File: src/rtl/sw_input_unit.sv
// Switch input receiver: two-flop synchroniser, whole-word debouncer, and an
// LSU register window with a STABLE word and a sticky write-1-to-clear FLAGS word.
module sw_input_unit #(
    parameter int          SW_WIDTH  = 32,
    parameter int          DB_CYCLES = 4,
    parameter logic [31:0] BASE_ADDR = 32'h1001_0000
) (
    input  logic                i_clk,
    input  logic                i_reset,
    input  logic [SW_WIDTH-1:0] i_io_sw,
    input  logic [31:0]         i_lsu_addr,
    input  logic                i_lsu_rden,
    input  logic                i_lsu_wren,
    input  logic [31:0]         i_lsu_wdata,
    output logic [31:0]         o_ld_data,
    output logic [SW_WIDTH-1:0] o_sw_stable,
    output logic                o_change
);

    localparam int              CNT_W     = (DB_CYCLES > 1) ? $clog2(DB_CYCLES) : 1;
    localparam logic [CNT_W-1:0] CNT_MAX  = CNT_W'(DB_CYCLES - 1);
    localparam logic [29:0]     STABLE_WA = BASE_ADDR[31:2];
    localparam logic [29:0]     FLAGS_WA  = BASE_ADDR[31:2] + 30'd1;

    logic [SW_WIDTH-1:0] sync1_r;
    logic [SW_WIDTH-1:0] sync2_r;
    logic [SW_WIDTH-1:0] cand_r;
    logic [SW_WIDTH-1:0] stable_r;
    logic [SW_WIDTH-1:0] flags_r;
    logic [CNT_W-1:0]    cnt_r;
    logic [31:0]         ld_data_r;

    logic                sel_stable_s;
    logic                sel_flags_s;
    logic                commit_s;
    logic [SW_WIDTH-1:0] set_mask_s;
    logic [SW_WIDTH-1:0] clr_mask_s;
    logic [SW_WIDTH-1:0] flags_nxt_s;
    logic [31:0]         rd_value_s;
    logic                unused_bits_s;

    assign unused_bits_s = ^{i_lsu_addr[1:0], i_lsu_wdata};

    // Address decode, debounce commit detection, flag next-state and read mux.
    always_comb begin
        sel_stable_s = (i_lsu_addr[31:2] == STABLE_WA);
        sel_flags_s  = (i_lsu_addr[31:2] == FLAGS_WA);
        commit_s     = (sync2_r == cand_r) && (cnt_r == CNT_MAX) && (cand_r != stable_r);
        if (commit_s) begin
            set_mask_s = cand_r ^ stable_r;
        end else begin
            set_mask_s = {SW_WIDTH{1'b0}};
        end
        if (i_lsu_wren && sel_flags_s) begin
            clr_mask_s = i_lsu_wdata[SW_WIDTH-1:0];
        end else begin
            clr_mask_s = {SW_WIDTH{1'b0}};
        end
        // Set side is applied last so a same-cycle commit beats the clear.
        flags_nxt_s = (flags_r & ~clr_mask_s) | set_mask_s;
        rd_value_s  = 32'd0;
        if (sel_stable_s) begin
            rd_value_s[SW_WIDTH-1:0] = stable_r;
        end else if (sel_flags_s) begin
            rd_value_s[SW_WIDTH-1:0] = flags_r;
        end else begin
            rd_value_s = 32'd0;
        end
    end

    // Synchroniser, debounce candidate/counter and committed switch value.
    always_ff @(posedge i_clk or negedge i_reset) begin
        if (!i_reset) begin
            sync1_r  <= {SW_WIDTH{1'b0}};
            sync2_r  <= {SW_WIDTH{1'b0}};
            cand_r   <= {SW_WIDTH{1'b0}};
            stable_r <= {SW_WIDTH{1'b0}};
            cnt_r    <= {CNT_W{1'b0}};
        end else begin
            sync1_r <= i_io_sw;
            sync2_r <= sync1_r;
            if (sync2_r != cand_r) begin
                cand_r <= sync2_r;
                cnt_r  <= {CNT_W{1'b0}};
            end else if (cnt_r < CNT_MAX) begin
                cnt_r <= cnt_r + CNT_W'(1);
            end else begin
                cnt_r <= cnt_r;
            end
            if (commit_s) begin
                stable_r <= cand_r;
            end else begin
                stable_r <= stable_r;
            end
        end
    end

    // Sticky change flags and registered LSU read data.
    always_ff @(posedge i_clk or negedge i_reset) begin
        if (!i_reset) begin
            flags_r   <= {SW_WIDTH{1'b0}};
            ld_data_r <= 32'd0;
        end else begin
            flags_r <= flags_nxt_s;
            if (i_lsu_rden) begin
                ld_data_r <= rd_value_s;
            end else begin
                ld_data_r <= ld_data_r;
            end
        end
    end

    assign o_ld_data   = ld_data_r;
    assign o_sw_stable = stable_r;
    assign o_change    = |flags_r;

endmodule
File: config.mk
export PLATFORM = sky130hd
export DESIGN_NAME = sw_input_unit
export DESIGN_NICKNAME = d
export VERILOG_FILES = /design/src/rtl/sw_input_unit.sv
export SDC_FILE = /design/constraint.sdc
export NUM_CORES = 1
export LEC_CHECK = 0
export CAP_MARGIN = 0
export CORE_UTILIZATION = 45
export DETAILED_ROUTE_END_ITERATION = 12
export GPL_ROUTABILITY_DRIVEN = 0
export PLACE_DENSITY = 0.78
export SYNTH_ARGS = -nofsm -noshare
export SYNTH_HDL_FRONTEND = slang
export SYNTH_SLANG_ARGS = --single-unit
export TNS_END_PERCENT = 30
File: constraint.sdc
create_clock -name i_clk -period 3.1 [get_ports i_clk]
set_input_delay 0.62 -clock i_clk [delete_from_list [all_inputs] [get_ports i_clk]]
set_output_delay 0.62 -clock i_clk [all_outputs]
set_load 0.02 [all_outputs]
==> flow_summary.yaml <==
global_routing:
  grt_pass1_wl_um: 26800
  grt_pass1_vias: 5151
  grt_max_degree: 87
  antenna_found_initial: 0
  grt_use_total_pct: 21.7
  overflow: 0
synthesis:
  yosysTopAreaCell: "dfrtp_1"
  synthSimpleGateAreaFrac_pct: 3.88
  synth_mux_area_share_pct: 9.54
  synth_most_common_cell: "dfrtp_1"
  synth_top_family_by_area: "multiplexers"
  ys_warn_count: 0
  avgSynthCellArea_um2: 12.7
  synth_compound_area_share_pct: 7.35
  synth-seq-area-share_pct: 65.3
  ys_types: 23
  ys_ff_latch: 194
  synth_top_area_share_pct: 65.3
  syn_area_um2: 7440
  synth-xor-area-share_pct: 7.65
  synth-edff-count: 0
  synthCells: 586
  synth_top_cells_by_count: "194 x dfrtp_1, 64 x inv_1, 64 x o21ai_0, 64 x xnor2_1, 46 x clkbuf_1"
  ys_top_cells_by_area: "dfrtp_1 65%, xnor2_1 7.5%, mux2i_1 4.4%, o21ai_0 4.3%, mux2_2 4.1%"
  ys.flop_type: "dfrtp_1"
  synthArstFlopShare_pct: 100
  synth_nets: 687
  synthAdderAreaFrac_pct: 0.168
layout:
  nets: 826
  fin_area_um2: 9770
  syn_to_final_growth_pct: 31.4
  seq_area_um2: 4850
  nFillCells: 1226
  drive_gt1_share_pct: 9.89
  num_antenna_cells: 0
  multi_input_area_um2: 2130
  utilization_pct: 61.1
detailed_routing:
  drt-initial-drc-count: 335
  ant_nets: 0
  vias_per_cell: 5.12
  wl_um: 17400
  drtPass1Iterations: 5
  vias: 4883
  drc_errors: 0
  routedWlPerCell_um: 18.3
die:
  placementRows: 46
  die_x_um: 131
  die_area_um2: 17100
  fp.coreArea_um2: 16000
  die_h_um: 131
  start_util_pct: 46.5
  ios: 165
sta:
  finalSetupTns_ns: 0
  fin_ws_ns: 0.133
  worstMarginPinSlew_ns: 0.649
  rsz0062_at_grt: "false"
  final_hold_viol_count: 0
  skew_ns: 0.0117
  finalSetupViolCount: 0
  maxSlewHeadroom_pct: 56.3
  min_period_ns: 2.97
  holdWs_ns: 0.232
  final_max_slew_viol_count: 0
  fmax_mhz: 337
  period_share_pct: 95.7
cts:
  cts-root-buf: "clkbuf_16"
  clkLatencyLatePin_ns: 0.43
  clock-sinks: 194
  cts_max_path_buffers: 2
  ctsResizeCount: 0
  clkTransAtPathRegs_ns: 0.06
  cts-buffers-inserted: 17
  postCtsSetupRepairBufs: 0
  cts_tree: "built"
  cts_hold_buf: 0
  cts_htree_levels: 4
pwr:
  swShare_pct: 21.6
  seqPwrFrac_pct: 52.6
  max-vdd-ir-drop_mv: 0.392
  switchingPower_w: 0.00108
  power.static_leakage_nw: 4.10
  power_density_nw_per_um2: 514
  clock_power_share_pct: 41.2
  p_int_w: 0.00394
  combPwrFrac_pct: 6.2
worst_setup_path:
  path_max_fanout: 3
  ff2ff_setup_slack_ns: 0.47
  cp.arrival_ns: 2.35
  path_class: "flop to output port"
  startpoint_type: "flop"
  end_kind: "output port"
  worstPathRequired_ns: 2.48
placed_design:
  place_area_um2: 9210
  port_buffers: 162
  dp.final_hpwl_um: 12800
  pre_cts_ws_ns: 0.434
run:
  maxCapViolations: 0
worst_hold_path:
  hold_path_class: "primary input to asynchronous set/reset pin"
status:
  status: "finished, final reports clean"
## worst max-delay path, stage by stage (launching register included)
cell	delay, ns
dfrtp_1	0.41
nor4_1	0.43
nand4_1	0.21
or2_2	0.34
clkdlybuf4s50_1	0.54
## flip-flops by register name, summed over array words and instances, names as in the netlist
register     count
cand_r          32
cnt_r            2
flags_r         32
sync1_r         32
o_ld_data       32
o_sw_stable     32
sync2_r         32
## power by group through the flow
stage | Combinational [W] | Sequential (W) | Clock [W]
floorplan | 0.000116 | 0.00268 | 0
global placement | 0.000310 | 0.00269 | 0
detailed placement | 0.000316 | 0.00269 | 0
CTS | 0.000318 | 0.00265 | 0.00210
global route | 0.000342 | 0.00265 | 0.00222
finish | 0.000312 | 0.00265 | 0.00207
## logic make-up after synthesis
kind of cell	Yosys count
xor+xnor	65
buf+inv	116
fa+ha+maj	1
compound gates	97
mux	65
flops	194
simple gates	48
## worst paths after layout
check	start	endpoint	cells after the start
setup reg to reg	cand_r[24]	o_sw_stable[30]	6
setup / recovery	flags_r[30]	o_change	4
max in group asynchronous	i_reset	o_sw_stable[24]	2
min in group i_clk	sync1_r[15]	sync2_r[15]	0
hold reg to reg	sync1_r[15]	sync2_r[15]	0
hold / removal	i_reset	sync2_r[19]	1
## metal layers
metal / GRT usage, % / part of all wire (%)
met4: 11.2 / 3.3
met2: 36.2 / 50
met5: 0 / 0
met3: 5.25 / 7.1
met1: 26.3 / 40
## placed cells by master, fill, tap and decap left out, types with 2 or more instances in the layout
cell type and n:
clkbuf_8 4, nand2_1 3, nor2_1 4, clkbuf_16 17
clkbuf_1 5, clkinvlp_4 5, mux2i_1 33, inv_1 64
o21ai_0 64, clkdlybuf4s50_1 160, o22ai_1 32, nand4_1 20
dfrtp_1 194, mux2_4 5, or4_1 2, buf_12 2
xnor2_1 64, nor4_1 15, buf_4 8, mux2_2 27
## through the flow
stage,total power [W],cells
after floorplan,0.00279,586
after global placement,0.00300,922
after detailed placement,0.00301,922
after CTS,0.00506,954
after global routing,0.00522,954
final,0.00503,954
## layout make-up
type                            instances  area share [%]
Multi-Input combinational cell        276            21.8
Clock buffer                           25            4.97
Clock inverter                          7           0.781
Sequential cell                       194            49.7
Tap cell                              216            2.76
Timing Repair Buffer                  172            17.6
Inverter                               64            2.46
Note: power is estimated with default switching activity, not from simulation.
